[src/rtl/fetch_redirect_ctrl.sv]
// Front-end redirect sequencer. Arbitrates writeback/execute/decode redirect
// requests, waits out any in-flight icache transaction, then emits a single
// registered need_jump/jump_pc pulse into IF0 with per-stage flush levels.
module fetch_redirect_ctrl #(
  parameter logic [31:0] RESET_PC = 32'h1c000000,
  parameter int          CNT_W    = 32
) (
  input  logic             clk,
  input  logic             rst_n,
  input  logic             exc_valid,
  input  logic [31:0]      exc_pc,
  input  logic             br_valid,
  input  logic [31:0]      br_pc,
  input  logic             pd_valid,
  input  logic [31:0]      pd_pc,
  input  logic             ic_busy,
  output logic             need_jump,
  output logic [31:0]      jump_pc,
  output logic             flush_IF,
  output logic             flush_ID,
  output logic             flush_EX,
  output logic [1:0]       epoch,
  output logic [CNT_W-1:0] redirect_cnt
);

  typedef enum logic [1:0] {
    S_IDLE  = 2'd0,
    S_DRAIN = 2'd1,
    S_ISSUE = 2'd2
  } state_e;

  // Source priority: larger value means older instruction, wins arbitration.
  localparam logic [1:0] PRIO_PD  = 2'd0;
  localparam logic [1:0] PRIO_BR  = 2'd1;
  localparam logic [1:0] PRIO_EXC = 2'd2;

  // Flush level encoding {EX, ID, IF}.
  localparam logic [2:0] LVL_PD  = 3'b001;
  localparam logic [2:0] LVL_BR  = 3'b011;
  localparam logic [2:0] LVL_EXC = 3'b111;

  localparam logic [CNT_W-1:0] CNT_ONE = {{(CNT_W-1){1'b0}}, 1'b1};

  // Statistics counter sticks at all-ones instead of wrapping.
  function automatic logic [CNT_W-1:0] sat_inc(input logic [CNT_W-1:0] v);
    return (&v) ? v : v + CNT_ONE;
  endfunction

  state_e           state_q, state_d;
  logic [31:0]      tgt_q, tgt_d;
  logic [1:0]       prio_q, prio_d;
  logic [2:0]       lvl_q, lvl_d;

  logic             need_jump_q, need_jump_d;
  logic [31:0]      jump_pc_q, jump_pc_d;
  logic [2:0]       flush_q, flush_d;
  logic [1:0]       epoch_q, epoch_d;
  logic [CNT_W-1:0] cnt_q, cnt_d;

  logic             req_any;
  logic [1:0]       req_prio;
  logic [31:0]      req_pc;
  logic [2:0]       req_lvl;
  logic             take;

  // Same-cycle arbitration: exc > br > pd, losers are dropped.
  always_comb begin
    req_any  = exc_valid | br_valid | pd_valid;
    req_prio = PRIO_PD;
    req_pc   = pd_pc;
    req_lvl  = LVL_PD;
    if (br_valid) begin
      req_prio = PRIO_BR;
      req_pc   = br_pc;
      req_lvl  = LVL_BR;
    end
    if (exc_valid) begin
      req_prio = PRIO_EXC;
      req_pc   = exc_pc;
      req_lvl  = LVL_EXC;
    end
  end

  // Next-state, latched redirect and registered output values.
  always_comb begin
    state_d = state_q;
    tgt_d   = tgt_q;
    prio_d  = prio_q;
    lvl_d   = lvl_q;
    take    = 1'b0;

    case (state_q)
      S_IDLE, S_ISSUE: begin
        take    = req_any;
        state_d = req_any ? (ic_busy ? S_DRAIN : S_ISSUE) : S_IDLE;
      end
      S_DRAIN: begin
        // A lower-priority request is younger than the pending redirect and
        // will be flushed by it, so only equal-or-older requests replace it.
        take    = req_any && (req_prio >= prio_q);
        state_d = ic_busy ? S_DRAIN : S_ISSUE;
      end
      default: state_d = S_IDLE;
    endcase

    if (take) begin
      tgt_d  = req_pc;
      prio_d = req_prio;
      lvl_d  = req_lvl;
    end

    need_jump_d = (state_d == S_ISSUE);
    jump_pc_d   = need_jump_d ? tgt_d : jump_pc_q;
    flush_d     = (state_d != S_IDLE) ? lvl_d : 3'b000;
    epoch_d     = need_jump_d ? epoch_q + 2'd1 : epoch_q;
    cnt_d       = need_jump_d ? sat_inc(cnt_q) : cnt_q;
  end

  // Control state and visible outputs; async reset discards any pending redirect.
  always_ff @(posedge clk or negedge rst_n) begin
    if (!rst_n) begin
      state_q     <= S_IDLE;
      need_jump_q <= 1'b0;
      jump_pc_q   <= RESET_PC;
      flush_q     <= 3'b000;
      epoch_q     <= 2'd0;
      cnt_q       <= '0;
    end else begin
      state_q     <= state_d;
      need_jump_q <= need_jump_d;
      jump_pc_q   <= jump_pc_d;
      flush_q     <= flush_d;
      epoch_q     <= epoch_d;
      cnt_q       <= cnt_d;
    end
  end

  // Latched redirect payload; only meaningful while DRAIN/ISSUE.
  always_ff @(posedge clk) begin
    tgt_q  <= tgt_d;
    prio_q <= prio_d;
    lvl_q  <= lvl_d;
  end

  assign need_jump    = need_jump_q;
  assign jump_pc      = jump_pc_q;
  assign flush_IF     = flush_q[0];
  assign flush_ID     = flush_q[1];
  assign flush_EX     = flush_q[2];
  assign epoch        = epoch_q;
  assign redirect_cnt = cnt_q;

endmodule

[config.mk]
export PLATFORM = sky130hd
export DESIGN_NAME = fetch_redirect_ctrl
export DESIGN_NICKNAME = d
export VERILOG_FILES = /design/src/rtl/fetch_redirect_ctrl.sv
export SDC_FILE = /design/constraint.sdc
export NUM_CORES = 1
export LEC_CHECK = 0
export BUFFER_PORTS_ARGS = -buffer_cell sky130_fd_sc_hd__buf_4
export CAP_MARGIN = 40
export CORE_ASPECT_RATIO = 0.75
export CORE_MARGIN = 3
export CORE_UTILIZATION = 45
export DETAILED_ROUTE_END_ITERATION = 16
export GPL_TIMING_DRIVEN = 1
export PLACE_DENSITY = 0.77
export SYNTH_ARGS = -nofsm -noshare
export SYNTH_HDL_FRONTEND = slang
export SYNTH_SLANG_ARGS = --single-unit
[constraint.sdc]
create_clock -name clk -period 2 [get_ports clk]
set_input_delay 0.2 -clock clk [delete_from_list [all_inputs] [get_ports clk]]
set_output_delay 0.2 -clock clk [all_outputs]
set_load 0.01 [all_outputs]
* After elaboration in Yosys (flattened, before gate mapping) *
Index checks and enable logic that the tools add are counted.

word-level totals
  flip-flop bits (word level) = 109
  bits of input ports = 102
  output and inout bits = 70
  logic and storage cells = 37

operators by class
  $add $sub $neg = 2
  order comparisons = 1
  eq/ne operators = 3
  muxes and demuxes = 13
  bitwise logic cells = 3
  reduce and logical (&&, ||, !) cells = 6

operators with widths
  kind                                                              count
  32-bit two-way mux                                                3
  32-bit by 1-bit adder with 32-bit output (second input constant)  1
  32-bit AND reduction                                              1
  3-bit two-way mux                                                 3
  2-bit two-way mux                                                 4
  2-bit == test (second input constant)                             2
  2-bit one-hot mux with 2 select lines                             1
  2-bit by 1-bit adder with 2-bit output (second input constant)    1
  2-bit by 1-bit == test with 1-bit output (second input constant)  1
  2-bit >= comparator                                               1
  2-bit logical NOT                                                 1
  1-bit OR                                                          2
  1-bit one-hot mux with 2 select lines                             1
  2-bit AND reduction                                               1
  2-bit nonzero test                                                1
  2-bit OR reduction                                                1
  1-bit logical AND                                                 1
  1-bit two-way mux                                                 1
  1-bit inverter                                                    1

* Longest topological paths before layout *
  word-level depth = 7
  gate-level depth with buffers = 10
  depth with buffers taken out = 7

* Worst setup path before layout *
OpenSTA, ideal clock, no wires.

  kind = in2reg
  from = input port br_valid
  to = register jump_pc_q[26] (netlist: jump_pc[26])
  library setup time = 0.077 ns
  arrival = 2.198 ns
  path slack = -0.275 ns
  stages = 10
  buffers on the path = 3
  cells stage by stage = buf_6 clkbuf_1 nand2b_1 ha_1 nand2b_1 a21oi_1 o21ai_1 clkbuf_1 nand3_1 a31oi_1

on the way
  longest elaborated chain between the ends = 6
  elaborated cells between the ends (all ways) = 13
  those cells by class = order compare (1); eq/ne (1); mux (8); bitwise (2); reduce/logical (1)

ends and longest elaborated chain
  element                                line  RTL
  start, declared                        12    input logic br_valid,
  1-bit two-way mux                      72    if (br_valid) begin
  2-bit two-way mux                      77    if (exc_valid) begin
  2-bit >= comparator                    100   take = req_any && (req_prio >= prio_q);
  1-bit logical AND                      100
  1-bit one-hot mux with 2 select lines  92    case (state_q)
  32-bit two-way mux                     106   if (take) begin
  end signal, assigned                   131   jump_pc_q <= jump_pc_d;
  end, declared                          55    logic [31:0] jump_pc_q, jump_pc_d;

Parallel ways exist; a longest one is shown, timed or not.
A chain may end at the register's enable or synchronous reset.

* Worst setup path after layout *
  from = register cnt_q[0] (netlist: redirect_cnt[0])
  to = register cnt_q[30] (netlist: redirect_cnt[30])

on the way
  longest elaborated chain between the ends = 3
  elaborated cells between the ends (all ways) = 4
  those cells by class = add/sub (1); bitwise (1); reduce/logical (2)

ends and longest elaborated chain
  element                                                                                           line  RTL
  start, declared                                                                                   58    logic [CNT_W-1:0] cnt_q, cnt_d;
  start signal, assigned                                                                            134   cnt_q <= cnt_d;
  parallel branches: the longest is 3 deep, another holds 32-bit by 1-bit adder with 32-bit output  -

Parallel ways; which one is timed is not known.

==> results_dict.tcl <==
set metrics [dict create \
    wl_per_cell_um 16.1 \
    grt_use_total 0.224 \
    cap_violations 0 \
    dr.pass1.iters 5 \
    period_minus_slack_ps 1880 \
    synth.avg_cell_area_um2 9.36 \
    async_reset_ff_frac 0.661 \
    rsz0062_at_grt "false" \
    grt_overflow 0 \
    synth_cells 545 \
    p_total_mw 6.18 \
    drtIter0Drc 295 \
    regArea_mm2 0.00257 \
    drc 0 \
    power.density_mw_per_mm2 879 \
    n_fill_cell 898 \
    dp_slack_ps -36.8 \
    gp_congestion 0.861 \
    yosysWarnings 0 \
    via_per_inst 5.39 \
    syn-num-nets 650 \
    ios 172 \
    clock_sinks 109 \
    cts_tree "done" \
    grt_pass1_wl_mm 22.8 \
    die_h_um 98.2 \
    tightest_slew_ps 535 \
    fin_util 0.639 \
    synth.largest_area_cell "dfrtp_1" \
    htree_levels 3 \
    fin_ws_ps 122 \
    rr_startpoint "redirect_cnt[0]" \
    multiInputGateArea_mm2 0.00233 \
    clk_latency_ps 340 \
    core_area_mm2 0.0110 \
    cts_root_buf "clkbuf_16" \
    synth_edf_count 2 \
    layout_commonest_cell "buf_4" \
    fin_crit_sh 0.939 \
    synth-main-ff-cell "dfrtp_1" \
    critPathLaunch "redirect_cnt[0]" \
    critPathCapture "redirect_cnt[30]" \
    critPathKind "reg2reg" \
    clockBufferDepth 2 \
    totalWireLength_mm 14.1 \
    start_util 0.465 \
    critPathArrivalTime_ps 2110 \
    path_clk_slew_ps 70 \
    required_ps 2230 \
    die_x_um 129 \
    hold_viol 0 \
    status "completed" \
    layout_common_cells "202 x buf_4, 80 x nand2_1, 68 x dfrtp_1, 67 x o21ai_0, 50 x nand3_1" \
    hold_class "in2reg" \
    synthDominantCellAreaShare 0.338 \
    slew_viol_final 0 \
    start_kind "register" \
    area_growth_pct 37.6 \
    cp-end-kind "register" \
    drtAntennaViolNets 0 \
    fin_skew_ps 5.77 \
    ir_worst_vdd_mv 0.436 \
    leakage_nw 3.35 \
    rr_worst_depth 5 \
    ys_ff_latch 109 \
    nNetsFinal 833 \
    drive_gt1_frac 0.326 \
    dieArea_mm2 0.0127 \
    r2r_slack_ps 120 \
    slew_headroom 0.640 \
    port_buffers 171 \
    vias 4702 \
    grt_max_degree 68 \
    synth.cell_area_mm2 0.00510 \
    max_freq_mhz 533 \
    ys_top_cells_by_area "dfrtp_1 34%, dfxtp_1 14%, o21ai_0 6.6%" \
    synth_cell_type_count 43 \
    n_antenna_cell 0 \
    setup_viol 0 \
    ys_seq_area_frac 0.503 \
    hpwl_mm 10.3 \
    antenna_found_initial 0 \
    worstPathMaxFanout 4 \
    first_global_vias 4730 \
    row_count 33 \
    cts_buffers 9 \
    reg2reg_to "redirect_cnt[30]" \
]
layout make-up:
class,instances,area share
Sequential cell,109,0.366
Multi-Input combinational cell,394,0.332
Timing Repair Buffer,207,0.229
Clock buffer,13,0.0385
Tap cell,140,0.0249
Clock inverter,3,0.00588
Inverter,7,0.00374
worst min path at each step:
stage | startpoint | end | slack, ps | cells past startpoint
floorplan | rst_n | epoch[0] | -100 | 0
global placement | rst_n | redirect_cnt[15] | 180 | 1
detailed placement | rst_n | redirect_cnt[15] | 180 | 1
CTS | ic_busy | state_q[0] | 80 | 3
global route | ic_busy | state_q[0] | 80 | 3
finish | ic_busy | state_q[0] | 90 | 3
synth_stat cells (2+ instances only):
cell,count
inv_1,6
xnor2_1,29
nand2_1,80
dfstp_2,3
nand4_1,11
nand3_2,2
ha_1,3
o21ai_0,67
nor3_1,3
or3_1,3
nand2b_1,3
edfxtp_1,2
a21oi_1,6
xor2_1,2
nand3_1,50
and4_1,2
and2_1,2
mux2i_1,32
nor2_1,42
dfxtp_1,35
dfrtp_1,69
buf_1,3
and3_1,9
buf_6,8
clkbuf_1,19
a31oi_1,32
buf_2,5
a211oi_1,2
metrics by stage:
stage	cells	cell area (um2)	setup TNS, ps	hold WS, ps
global route	873	7020	0	82.5
CTS	871	6980	0	77.0
detailed placement	854	6660	-201	183
floorplan	545	5110	-302	-95.6
finish	873	7020	0	91.5
global placement	854	6660	0	182
worst max-delay path, cell delays in order (launching register included):
cell,delay (ps)
dfrtp_1,450
ha_1,220
nand4_1,170
buf_4,200
nor4_1,340
mux2_2,380
repair_timing:
| item | 4_1_cts | 5_1_grt |
|---|---|---|
| endpoints found under the setup margin | 0 | 44 |
| buffers inserted | 0 | 1 |
| gates resized for setup | 0 | 4 |
| hold buffers | 1 | 0 |
| endpoints found under the hold margin | 31 | 0 |
metal layers:
| layer | global-route usage | vias up | wire length, um |
|---|---|---|---|
| met2 | 0.378 | 170 | 6970 |
| li1 | - | 2277 | - |
| met3 | 0.0623 | 25 | 913 |
| met4 | 0.0670 | 0 | 290 |
| met1 | 0.281 | 2230 | 5880 |
| met5 | 0 | - | 0 |
report_power, final:
part | internal (mW) | leakage (nW) | switching (mW)
clock network | 1.07 | 0.156 | 0.762
logic | 0.790 | 2.00 | 0.782
registers | 2.57 | 1.20 | 0.199
kinds of logic (layout without fill, tap and decap cells):
| group | count (synthesis) | in the layout | share of synthesized area |
|---|---|---|---|
| flip-flops | 109 | 109 | 0.503 |
| XOR/XNOR | 31 | 31 | 0.0532 |
| AND/OR/NAND/NOR | 215 | 215 | 0.201 |
| AO/OA/AOI/OAI | 111 | 111 | 0.125 |
| buffers and inverters | 42 | 230 | 0.0439 |
| adder cells (fa/ha/maj) | 3 | 3 | 0.00736 |
| multiplexers | 34 | 34 | 0.0672 |
sequential cells by signal, indices dropped and copies added, names as in the netlist:
signal        count
jump_pc          32
prio_q            2
flush_q           3
redirect_cnt     32
state_q           2
lvl_q             3
tgt_q            32
need_jump         1
epoch             2
No activity file was read; power rests on OpenSTA's default activity.
